--- src/rtl/spi_master.sv ---
// SPI master, mode 0 (sclk idles low, data sampled on sclk rise).
// One frame = lead-in, 8 data periods, one commit period, trail-out.
//
// state  | meaning
// IDLE   | cs_n high, waiting for start
// LEAD   | cs_n low, sclk low, mosi shows bit 7 for CLK_DIV cycles
// XFER   | 8 data sclk periods, shift out on mosi / sample miso on rise
// COMMIT | one extra sclk period, mosi low, miso ignored
// TRAIL  | sclk low for CLK_DIV cycles before releasing cs_n
module spi_master #(
  parameter int CLK_DIV = 4
) (
  input  logic       clk,
  input  logic       rst_n,
  input  logic       start,
  input  logic [7:0] tx_data,
  output logic       busy,
  output logic       done,
  output logic [7:0] rx_data,
  output logic       sclk,
  output logic       mosi,
  input  logic       miso,
  output logic       cs_n
);

  localparam logic [2:0] IDLE   = 3'd0;
  localparam logic [2:0] LEAD   = 3'd1;
  localparam logic [2:0] XFER   = 3'd2;
  localparam logic [2:0] COMMIT = 3'd3;
  localparam logic [2:0] TRAIL  = 3'd4;

  localparam logic [7:0] DIV_LAST = 8'(CLK_DIV - 1);

  logic [2:0] state;
  logic [7:0] div_cnt;
  logic [2:0] bit_cnt;
  logic [7:0] tx_sh;
  logic [7:0] rx_sh;
  logic       half_end;

  assign half_end = (div_cnt == DIV_LAST);
  // cs_n is the registered busy flag inverted, so it never glitches on state decode.
  assign cs_n = ~busy;

  // Frame sequencer: divider, state, serial shift registers and output flops.
  always_ff @(posedge clk or negedge rst_n) begin
    if (!rst_n) begin
      state   <= IDLE;
      div_cnt <= 8'd0;
      bit_cnt <= 3'd0;
      tx_sh   <= 8'd0;
      rx_sh   <= 8'd0;
      rx_data <= 8'd0;
      busy    <= 1'b0;
      done    <= 1'b0;
      sclk    <= 1'b0;
      mosi    <= 1'b0;
    end else begin
      done    <= 1'b0;
      div_cnt <= half_end ? 8'd0 : div_cnt + 8'd1;
      case (state)
        IDLE: begin
          div_cnt <= 8'd0;
          sclk    <= 1'b0;
          mosi    <= 1'b0;
          if (start) begin
            state   <= LEAD;
            busy    <= 1'b1;
            tx_sh   <= tx_data;
            mosi    <= tx_data[7];
            rx_sh   <= 8'd0;
            bit_cnt <= 3'd0;
          end
        end
        LEAD: begin
          if (half_end) begin
            // first rise: bit 7 is re-presented, bit 7 of miso captured
            state <= XFER;
            sclk  <= 1'b1;
            mosi  <= tx_sh[7];
            tx_sh <= tx_sh << 1;
            rx_sh <= {rx_sh[6:0], miso};
          end
        end
        XFER: begin
          if (half_end) begin
            if (sclk) begin
              sclk <= 1'b0;
            end else if (bit_cnt == 3'd7) begin
              state <= COMMIT;
              sclk  <= 1'b1;
              mosi  <= 1'b0;
            end else begin
              bit_cnt <= bit_cnt + 3'd1;
              sclk    <= 1'b1;
              mosi    <= tx_sh[7];
              tx_sh   <= tx_sh << 1;
              rx_sh   <= {rx_sh[6:0], miso};
            end
          end
        end
        COMMIT: begin
          if (half_end) begin
            if (sclk) sclk <= 1'b0;
            else      state <= TRAIL;
          end
        end
        TRAIL: begin
          if (half_end) begin
            state   <= IDLE;
            busy    <= 1'b0;
            done    <= 1'b1;
            rx_data <= rx_sh;
          end
        end
        default: begin
          state <= IDLE;
          busy  <= 1'b0;
          sclk  <= 1'b0;
          mosi  <= 1'b0;
        end
      endcase
    end
  end

endmodule

--- config.mk ---
export PLATFORM = sky130hd
export DESIGN_NAME = spi_master
export DESIGN_NICKNAME = d
export VERILOG_FILES = /design/src/rtl/spi_master.sv
export SDC_FILE = /design/constraint.sdc
export NUM_CORES = 1
export LEC_CHECK = 0
export CAP_MARGIN = 10
export CORE_ASPECT_RATIO = 1.5
export CORE_UTILIZATION = 55
export DETAILED_ROUTE_END_ITERATION = 16
export DONT_BUFFER_PORTS = 1
export GPL_TIMING_DRIVEN = 0
export PLACE_DENSITY = 0.7
export SYNTH_ARGS = -nofsm -noshare
export SYNTH_HDL_FRONTEND = slang
export SYNTH_SLANG_ARGS = --single-unit
--- constraint.sdc ---
create_clock -name clk -period 2.7 [get_ports clk]
set_input_delay 0.135 -clock clk [delete_from_list [all_inputs] [get_ports clk]]
set_output_delay 0.135 -clock clk [all_outputs]
set_load 0.05 [all_outputs]
; Word-level counts from Yosys, hierarchy flattened
; Cells that the tools add are included.
[totals]
register_bits = 42
input_bits = 12
out_inout_bits = 13
word_cells = 86
[classes]
add_sub_neg = 2
eq_ne = 15
mux = 43
bitwise = 4
n_reduce_logical = 12
[op_table]
columns = op, count
row1 = 8-bit 2-to-1 mux, 12
row2 = 8-bit case mux with 3 select lines, 2
row3 = 3-bit 2-to-1 mux, 12
row4 = 2-bit inequality test (second input constant), 9
row5 = 3-bit case mux with 5 select lines, 1
row6 = 1-bit 2-to-1 mux, 12
row7 = 8-bit by 1-bit adder with 8-bit output (second input constant), 1
row8 = 8-bit by 2-bit equality test with 1-bit output (second input constant), 1
row9 = 1-bit case mux with 4 select lines, 2
row10 = 4-bit AND reduction, 2
row11 = 8-bit AND reduction, 1
row12 = 3-bit by 2-bit equality test with 1-bit output (second input constant), 2
row13 = 3-bit equality test (second input constant), 2
row14 = 3-bit case mux with 2 select lines, 1
row15 = 6-bit AND reduction, 1
row16 = 5-bit AND reduction, 1
row17 = 1-bit inverter, 4
row18 = 3-bit by 1-bit adder with 3-bit output (second input constant), 1
row19 = 3-bit by 1-bit equality test with 1-bit output (second input constant), 1
row20 = 3-bit zero test, 1
row21 = 1-bit case mux with 3 select lines, 1
row22 = 3-bit AND reduction, 1
row23 = 3-bit nonzero test, 1
row24 = 3-bit OR reduction, 1
row25 = 3 further kinds, 3

; Depth between registers and ports, before layout
; Gate-level depths: netlist of run 1.
[depth]
depth_word = 5
ltp_mapped = 7
ltp_nobuf = 6

; Worst setup path after synthesis of run 1
; No wires, ideal clock.
[synth_path]
path_kind = register to register
startpoint = reg sclk
endpoint = reg rx_sh[7]
setup_ps = 125
t_arrival_ps = 2072
path_slack_ps = 503
stages_incl_launch_ff = 7
path_buffers = 2
path_cell_list = dfrtp_1 > clkbuf_1 > nor3b_1 > o311ai_2 > a221oi_4 > buf_12 > mux2_4
[synth_via]
elab_chain_len = 2
[synth_rtl]
columns = item, line
row1 = from (decl), 20  ; output logic sclk,
row2 = from (signal assigned), 56  ; sclk <= 1'b0;
row3 = from (signal assigned), 64  ; sclk <= 1'b0;
row4 = from (signal assigned), 79  ; sclk <= 1'b1;
row5 = 2-bit inequality test (no line), --
row6 = 6-bit AND reduction (no line), --
row7 = to (signal assigned), 82  ; rx_sh <= {rx_sh[6:0], miso};
row8 = to (signal assigned), 98  ; rx_sh <= {rx_sh[6:0], miso};
row9 = to (decl), 38  ; logic [7:0] rx_sh;
; Every way passes these cells.
; A chain may end at the register's enable or synchronous reset.

; Worst setup path in the final report of run 1
[layout_path]
startpoint = reg div_cnt[0]
endpoint = reg rx_sh[7]
[layout_via]
elab_chain_len = 3
elab_cells_between_ends = 4
[layout_rtl]
columns = item, line
row1 = from (decl), 35  ; logic [7:0] div_cnt;
row2 = from (signal assigned), 60  ; div_cnt <= half_end ? 8'd0 : div_cnt + 8'd1;
row3 = 8-bit by 2-bit equality test with 1-bit output (*), 41  ; assign half_end = (div_cnt == DIV_LAST);
row4 = 2-bit inequality test (no line), --
row5 = 6-bit AND reduction (no line) (*), --
; Every way passes the cells marked *; elsewhere a longest branch is shown, timed or not.

==> results.sh, run 1 <==
export IMPL_crit_path_start_kind="register"
export IMPL_worst_r2r_setup_slack_ns=0.26
export IMPL_arrival_ns=2.63
export IMPL_clk_pin_slew_ns=0.08
export IMPL_crit_type="register to register"
export IMPL_cp_data_required_time_ns=2.89
export IMPL_n_antenna_cell=0
export IMPL_area_growth_pct=8.97
export IMPL_timing_rr_end="rx_sh[7]"
export IMPL_gp_congestion=0.926
export IMPL_initial_core_util_pct=57.2
export IMPL_rsz0062_at_grt="no"
export IMPL_cts_root_buf="clkbuf_8"
export IMPL_synth_distinct_cells=41
export IMPL_drive_gt1_share_pct=25.9
export IMPL_cp_max_fo=10
export IMPL_grt_pass1_vias=1458
export IMPL_drt_iter0_drc=36
export IMPL_wirelength_um=3860
export IMPL_rows=27
export IMPL_io_pins=25
export IMPL_fmax_mhz=410
export IMPL_drc_errors=0
export IMPL_maxCapViolCount=0
export IMPL_grt_first_pass_wirelength_um=6740
export IMPL_holdPathEnd="busy"
export IMPL_grt_max_degree=43
export IMPL_min_delay_start="start"
export IMPL_synth_area_um2=2110
export IMPL_ys_ff_latch=42
export IMPL_setup_viol=0
export IMPL_die_y_um=77.8
export IMPL_cts_made_buffers=5
export IMPL_r2r_start="div_cnt[0]"
export IMPL_cts_htree_levels=2
export IMPL_fin_area_um2=2290
export IMPL_irDropWorstVdd_uv=868
export IMPL_yosysMostFrequentCell="dfrtp_1"
export IMPL_synthTopCellsByCount="42 x dfrtp_1, 22 x mux2_2, 13 x nand2_1"
export IMPL_synth_top_area_cell="dfrtp_1"
export IMPL_antenna_found_initial=0
export IMPL_clk_latency_ns=0.30
export IMPL_status="finished clean"
export IMPL_synth_edf_count=0
export IMPL_syn_avg_cell_area_um2=11.8
export IMPL_ys_warn_count=0
export IMPL_min_period_over_period_pct=90.4
export IMPL_tightest_slew_ns=0.527
export IMPL_via_per_inst=5.92
export IMPL_hpwl_um=2790
export IMPL_cts_sinks=42
export IMPL_die_x_um=52.5
export IMPL_tritoncts="yes"
export IMPL_portBuffers=0
export IMPL_end_kind="register"
export IMPL_dr_total_vias=1373
export IMPL_finalHoldViolations=0
export IMPL_grtUsageTotal_pct=22.6
export IMPL_place_area_um2=2160
export IMPL_core_area_um2=3680
export IMPL_synth_flop_cell="dfrtp_1"
export IMPL_synth_top_area_share_pct=49.9
export IMPL_synth_area_top_cells="dfrtp_1 50%, mux2_2 12%, mux2_4 4.3%, mux2i_1 2.9%, nand2_1 2.3%"
export IMPL_nets=203
export IMPL_grt_overflow_total=0
export IMPL_worstHoldPathType="primary input to register"
export IMPL_slew_viol_final=0
export IMPL_finalSetupTns_ns=0
export IMPL_relSlewSlack_pct=64.9
export IMPL_synthArstFlopShare_pct=100
export IMPL_p_per_area_nw_per_um2=1110
export IMPL_period_minus_slack_ns=2.44
export IMPL_finalClockSkew_ns=0.00616
export IMPL_reg2reg_depth=6
export IMPL_clk_path_buf_depth=2
export IMPL_seq_area_frac_synth_pct=49.9
export IMPL_final_antenna_net_count=0
export IMPL_synthCells=178
export IMPL_syn_nets=193
export IMPL_wire_per_inst_um=16.6
export IMPL_die_area_um2=4090
export IMPL_leakage_nw=1.06
export IMPL_hold_path_depth=2
export IMPL_drt_pass1_iter_count=4
==> logic make-up after synthesis <==
logic type / synth area share (%)
mux: 18.9
xor+xnor: 2.91
fa+ha+maj: 1.78
compound gates: 7.84
flops: 49.9
buf+inv: 4.16
simple gates: 14.5
==> critical path, stage by stage (launching register included) <==
cell and delay (ns):
dfrtp_1 0.41, ha_1 0.26, nor3b_2 0.40, o311ai_2 0.21, a221oi_4 0.53, buf_12 0.21
mux2_4 0.30
==> cells in the final DEF, fill, tap and decap left out, types with 4 or more instances in the layout <==
cell type and instances:
nor2_1 9, mux2i_1 6, nor2b_1 5, clkbuf_8 6
xor2_1 5, mux2_4 6, nor3_1 6, inv_1 8
clkbuf_1 6, a21oi_1 4, nand2_1 13, mux2_2 22
dfrtp_1 42, nand3_1 6
==> power by group <==
part | total [mW] | leakage [nW] | internal (mW) | switching, mW
sequential | 1.03 | 0.551 | 0.817 | 0.214
clock | 0.419 | 0.0472 | 0.205 | 0.214
combinational | 1.10 | 0.462 | 0.523 | 0.573
total | 2.55 | 1.06 | 1.55 | 1.00
==> worst max-delay path by stage <==
stage	from	to	slack, ns	depth (start not counted)
final	div_cnt[0]	rx_sh[7]	0.26	6
after floorplan	sclk	rx_sh[7]	0.50	6
after global placement	div_cnt[0]	tx_sh[3]	0.33	6
after CTS	div_cnt[0]	tx_sh[3]	0.25	6
after global routing	sclk	tx_sh[7]	0.12	6
after detailed placement	div_cnt[0]	rx_sh[7]	0.26	6
==> timing repair <==
action	CTS	global route
buffers inserted	0	0
resized for setup	0	0
hold buffers	3	0
endpoints found under the hold margin	43	0
endpoints found under the setup margin	0	0
==> metal layers <==
metal / GRT usage, % / vias to the layer above / wire length (µm)
li1: - / 644 / -
met1: 24.7 / 685 / 1500
met2: 38.6 / 36 / 2110
met3: 6.86 / 8 / 160
met4: 10.3 / 0 / 86
met5: 0 / - / 0
==> state kept, by name, summed over array words and instances (netlist names), 3 cells and up <==
signal,count
bit_cnt,3
div_cnt,8
rx_data,8
rx_sh,8
state,3
tx_sh,8
==> stage by stage <==
step / std cells / setup slack [ns] / hold slack (ns) / utilization [%] / power (mW)
final: 232 / 0.260 / 0.0591 / 62.3 / 2.55
after global routing: 232 / 0.120 / 0.0876 / 62.3 / 2.73
after CTS: 232 / 0.245 / 0.0483 / 62.3 / 2.57
after detailed placement: 221 / 0.255 / -0.160 / 58.6 / 2.13
after global placement: 221 / 0.330 / -0.160 / 58.6 / 2.07
after floorplan: 178 / 0.503 / -0.161 / - / 1.92
==> cell type report <==
| type | count | area [µm²] |
|---|---|---|
| Timing Repair Buffer | 3 | 40.0 |
| Sequential cell | 42 | 1050 |
| Clock inverter | 2 | 12.5 |
| Buffer | 10 | 57.6 |
| Tap cell | 43 | 53.8 |
| Inverter | 8 | 30.0 |
| Clock buffer | 6 | 82.6 |
| Fill cell | 286 | 1390 |
| Multi-Input combinational cell | 118 | 967 |
Note: power is estimated with default switching activity, not from simulation.
==> run 2, diff against run 1 <==
--- a/config.mk
+++ b/config.mk
@@ -6,11 +6,12 @@
 export NUM_CORES = 1
 export LEC_CHECK = 0
 export CAP_MARGIN = 10
-export CORE_ASPECT_RATIO = 1.5
+export CORE_ASPECT_RATIO = 1.1
 export CORE_UTILIZATION = 55
 export DETAILED_ROUTE_END_ITERATION = 16
 export DONT_BUFFER_PORTS = 1
 export GPL_TIMING_DRIVEN = 0
+export HOLD_SLACK_MARGIN = 0.02
 export PLACE_DENSITY = 0.7
 export SYNTH_ARGS = -nofsm -noshare
 export SYNTH_HDL_FRONTEND = slang
==> results.sh, run 2 (synthesis results as in run 1) <==
export IMPL_fmax_mhz=404
export IMPL_drive_gt1_share_pct=25.9
export IMPL_crit_path_start_kind="register"
export IMPL_n_fill_cell=296
export IMPL_hpwl_um=2680
export IMPL_grt_first_pass_wirelength_um=6380
export IMPL_io_pins=25
export IMPL_cts_made_buffers=5
export IMPL_setup_viol=0
export IMPL_portBuffers=0
export IMPL_gp_congestion=0.827
export IMPL_min_period_over_period_pct=91.7
export IMPL_rsz0062_at_grt="no"
export IMPL_cts_root_buf="clkbuf_8"
export IMPL_slew_viol_final=0
export IMPL_placedCellCount=228
export IMPL_clk_latency_ns=0.29
export IMPL_fin_cells=239
export IMPL_pwr_share_seq_pct=39.4
export IMPL_dr_total_vias=1363
export IMPL_status="finished clean"
export IMPL_end_kind="register"
export IMPL_area_growth_pct=10.3
export IMPL_cp_data_required_time_ns=2.88
export IMPL_drt_pass1_iter_count=4
export IMPL_p_per_area_nw_per_um2=1130
export IMPL_arrival_ns=2.66
export IMPL_die_area_um2=4080
export IMPL_clk_pin_slew_ns=0.08
export IMPL_maxCapViolCount=0
export IMPL_final_common_cell="dfrtp_1"
export IMPL_cp_max_fo=10
export IMPL_finalClockSkew_ns=0.00356
export IMPL_grt_pass1_vias=1313
export IMPL_wirelength_um=3730
export IMPL_finalHoldViolations=0
export IMPL_final_cell_mix="42 x dfrtp_1, 22 x mux2_2, 13 x nand2_1"
export IMPL_rows=23
export IMPL_nets=203
export IMPL_via_per_inst=5.70
export IMPL_p_clk_share_pct=18.8
export IMPL_die_y_um=66.9
export IMPL_final_antenna_net_count=0
export IMPL_die_x_um=61.0
export IMPL_drt_iter0_drc=111
export IMPL_grtUsageTotal_pct=22.3
export IMPL_period_minus_slack_ns=2.47
export IMPL_sw_frac_of_total_pct=38.3
export IMPL_clk_path_buf_depth=2
export IMPL_grt_overflow_total=0
export IMPL_finalSetupTns_ns=0
export IMPL_leakage_nw=1.06
export IMPL_cts_htree_levels=2
export IMPL_cts_sinks=42
export IMPL_n_antenna_cell=0
export IMPL_pwr_share_comb_pct=41.9
export IMPL_irDropWorstVdd_uv=696
export IMPL_drc_errors=0
export IMPL_tritoncts="yes"
export IMPL_grt_max_degree=43
export IMPL_antenna_found_initial=0
export IMPL_crit_type="register to register"
export IMPL_wire_per_inst_um=15.6
export IMPL_initial_core_util_pct=57.6
export IMPL_tightest_slew_ns=0.536
export IMPL_p_sw_mw=1.00
export IMPL_worstHoldPathType="primary input to register"
export IMPL_relSlewSlack_pct=64.3
export IMPL_p_int_mw=1.62
export IMPL_core_area_um2=3650
run 2: changes by cell type in the layout (fill, tap and decap cells not counted):
cell        delta
bufinv_16      +1
clkinv_2       -1
clkbuf_8       -1
clkinvlp_4     +1
run 2: path summary, 6_finish.rpt:
kind                       startpoint    endpoint  slack [ns]  cells after the start
max                        div_cnt[0]    rx_sh[7]        0.23                      6
min                             start        busy        0.09                      2
max reg2reg                div_cnt[0]    rx_sh[7]        0.23                      6
min reg2reg                  tx_sh[2]    tx_sh[2]        0.51                      1
max in group asynchronous       rst_n    tx_sh[0]        2.20                      2
min in group asynchronous       rst_n  div_cnt[4]        0.30                      2
run 2: timing repair:
action	4_1_cts	5_1_grt
endpoints found under the hold margin	43	0
buffers inserted	0	0
hold buffers	3	0
gates resized for setup	0	0
run 2: per-stage QoR:
step                      power, mW  hold slack (ns)  area, µm²  setup WS, ns  utilization [%]
after detailed placement       2.12           -0.160       2170         0.243             59.3
after CTS                      2.64           0.0745       2320         0.242             63.5
after global placement         2.07           -0.159       2170         0.330             59.3
final                          2.62           0.0867       2320         0.225             63.5
after floorplan                1.92           -0.161       2110         0.503                -
after global routing           2.80           0.0911       2320        0.0492             63.5
run 2: cell type report:
class	instances	area (µm²)	area share (%)
Tap cell	50	62.6	2.69
Inverter	8	30.0	1.29
Clock inverter	3	45.0	1.94
Timing Repair Buffer	3	40.0	1.72
Clock buffer	5	68.8	2.96
Sequential cell	42	1050	45.3
Multi-Input combinational cell	118	967	41.6
Buffer	10	57.6	2.48
run 2: power by group through the flow:
stage	Combinational [mW]	Clock [mW]	Sequential, mW
6_report	1.10	0.492	1.03
5_1_grt	1.21	0.536	1.06
4_1_cts	1.10	0.509	1.03
3_5_place_dp	1.08	0	1.05
3_3_place_gp	1.04	0	1.03
2_1_floorplan	0.910	0	1.01
run 2: critical path: stages, from the launching register on:
cell,delay [ns]
dfrtp_1,0.41
ha_1,0.26
nor3b_2,0.43
o311ai_2,0.21
a221oi_4,0.52
buf_12,0.22
mux2_4,0.30
run 2: routing by layer:
layer  part of all wire (%)  vias up  track usage [%]
met5                      0        -                0
met4                    1.4        0             9.66
met3                    4.8        7             6.80
met2                     50       33             34.1
met1                     43      678             28.8
li1                       -      645                -
==> run 3, diff against run 2 <==
--- a/config.mk
+++ b/config.mk
@@ -7,12 +7,12 @@
 export LEC_CHECK = 0
 export CAP_MARGIN = 10
 export CORE_ASPECT_RATIO = 1.1
-export CORE_UTILIZATION = 55
+export CORE_UTILIZATION = 50
 export DETAILED_ROUTE_END_ITERATION = 16
 export DONT_BUFFER_PORTS = 1
 export GPL_TIMING_DRIVEN = 0
 export HOLD_SLACK_MARGIN = 0.02
-export PLACE_DENSITY = 0.7
+export REMOVE_ABC_BUFFERS = 1
 export SYNTH_ARGS = -nofsm -noshare
 export SYNTH_HDL_FRONTEND = slang
 export SYNTH_SLANG_ARGS = --single-unit
==> results.sh, run 3 (synthesis results as in run 1) <==
export IMPL_fmax_mhz=432
export IMPL_cp_data_required_time_ns=2.88
export IMPL_final_antenna_net_count=0
export IMPL_n_antenna_cell=0
export IMPL_grt_overflow_total=0
export IMPL_drc_errors=0
export IMPL_holdWs_ns=0.0562
export IMPL_antenna_found_initial=0
export IMPL_grt_pass1_vias=1441
export IMPL_min_period_over_period_pct=85.7
export IMPL_setup_viol=0
export IMPL_end_kind="register"
export IMPL_period_minus_slack_ns=2.31
export IMPL_leakage_nw=1.04
export IMPL_grtUsageTotal_pct=18.7
export IMPL_clk_latency_ns=0.30
export IMPL_drt_iter0_drc=119
export IMPL_tritoncts="yes"
export IMPL_wirelength_um=3640
export IMPL_crit_type="register to register"
export IMPL_drive_gt1_share_pct=26.0
export IMPL_cts_root_buf="clkbuf_8"
export IMPL_crit_start="state[1]"
export IMPL_p_per_area_nw_per_um2=1100
export IMPL_core_area_um2=3990
export IMPL_hpwl_um=2430
export IMPL_finalHoldViolations=0
export IMPL_via_per_inst=5.67
export IMPL_area_growth_pct=7.78
export IMPL_maxCapViolCount=0
export IMPL_n_fill_cell=340
export IMPL_cts_sinks=42
export IMPL_r2r_start="state[1]"
export IMPL_relSlewSlack_pct=50.8
export IMPL_crit_path_start_kind="register"
export IMPL_gp_congestion=0.797
export IMPL_die_area_um2=4480
export IMPL_p_total_mw=2.49
export IMPL_arrival_ns=2.49
export IMPL_cp_max_fo=20
export IMPL_cts_htree_levels=2
export IMPL_wire_per_inst_um=15.6
export IMPL_drt_pass1_iter_count=4
export IMPL_rows=24
export IMPL_clk_path_buf_depth=2
export IMPL_min_delay_start="start"
export IMPL_grt_first_pass_wirelength_um=6600
export IMPL_finalClockSkew_ns=0.00785
export IMPL_dr_total_vias=1322
export IMPL_initial_core_util_pct=52.7
export IMPL_final_common_cell="dfrtp_1"
export IMPL_worstHoldPathType="primary input to register"
export IMPL_fin_util_pct=56.8
export IMPL_rsz0062_at_grt="no"
export IMPL_portBuffers=0
export IMPL_grt_max_degree=43
export IMPL_final_cell_mix="42 x dfrtp_1, 22 x mux2_2, 13 x nand2_1"
export IMPL_die_y_um=70.1
export IMPL_status="finished clean"
export IMPL_die_x_um=63.9
export IMPL_cts_made_buffers=5
export IMPL_io_pins=25
export IMPL_tightest_slew_ns=0.737
export IMPL_slew_viol_final=0
export IMPL_clk_pin_slew_ns=0.09
export IMPL_irDropWorstVdd_uv=573
export IMPL_nets=195
==> run 3: through the flow <==
step           area, µm²  TNS [ns]  setup WS [ns]  std cells
2_1_floorplan       2050         0          0.321        168
3_3_place_gp        2110         0        0.00666        220
3_5_place_dp        2110   -0.0727        -0.0165        220
4_1_cts             2270         0          0.124        233
5_1_grt             2270         0          0.136        233
6_report            2270         0          0.387        233
==> run 3: layout make-up <==
type | count | area (µm²) | share of cell area, %
Inverter | 8 | 30.0 | 1.32
Clock buffer | 6 | 72.6 | 3.20
Clock inverter | 2 | 13.8 | 0.606
Timing Repair Buffer | 5 | 67.6 | 2.98
Sequential cell | 42 | 1050 | 46.3
Tap cell | 52 | 65.1 | 2.87
Multi-Input combinational cell | 118 | 970 | 42.7
==> run 3: worst max-delay path, stage by stage, from the launching register on <==
cell	delay (ns)
dfrtp_1	0.73
xnor2_1	0.30
nor2_2	0.50
mux2_2	0.40
mux2_4	0.26
==> run 3: metal layers <==
| metal | up-vias | GRT usage, % | part of all wire, % |
|---|---|---|---|
| met4 | 0 | 5.81 | 0.74 |
| li1 | 625 | - | - |
| met2 | 22 | 30.6 | 50 |
| met1 | 673 | 23.9 | 46 |
| met3 | 2 | 4.90 | 3.5 |
| met5 | - | 0 | 0 |
==> run 3: timing repair <==
item	4_1_cts	5_1_grt
hold endpoints to repair	43	0
endpoints found under the setup margin	6	7
hold buffers	3	0
pin swaps	1	0
resized for setup	0	1
buffers inserted	2	0
==> run 3: path summary, 6_finish.rpt <==
kind                               to  slack (ns)  cells past startpoint
hold reg to reg              tx_sh[2]        0.51                      1
max in group asynchronous  rx_data[7]        2.20                      2
setup / recovery             tx_sh[4]        0.39                      4
min in group asynchronous  div_cnt[5]        0.28                      2
setup reg to reg             tx_sh[4]        0.39                      4
hold / removal                   busy        0.06                      2
==> run 3: where the power goes <==
group / switching [mW] / leakage, nW / internal (mW) / total [mW]
combinational: 0.453 / 0.447 / 0.505 / 0.958
sequential: 0.312 / 0.551 / 0.815 / 1.13
clock: 0.225 / 0.0452 / 0.183 / 0.407
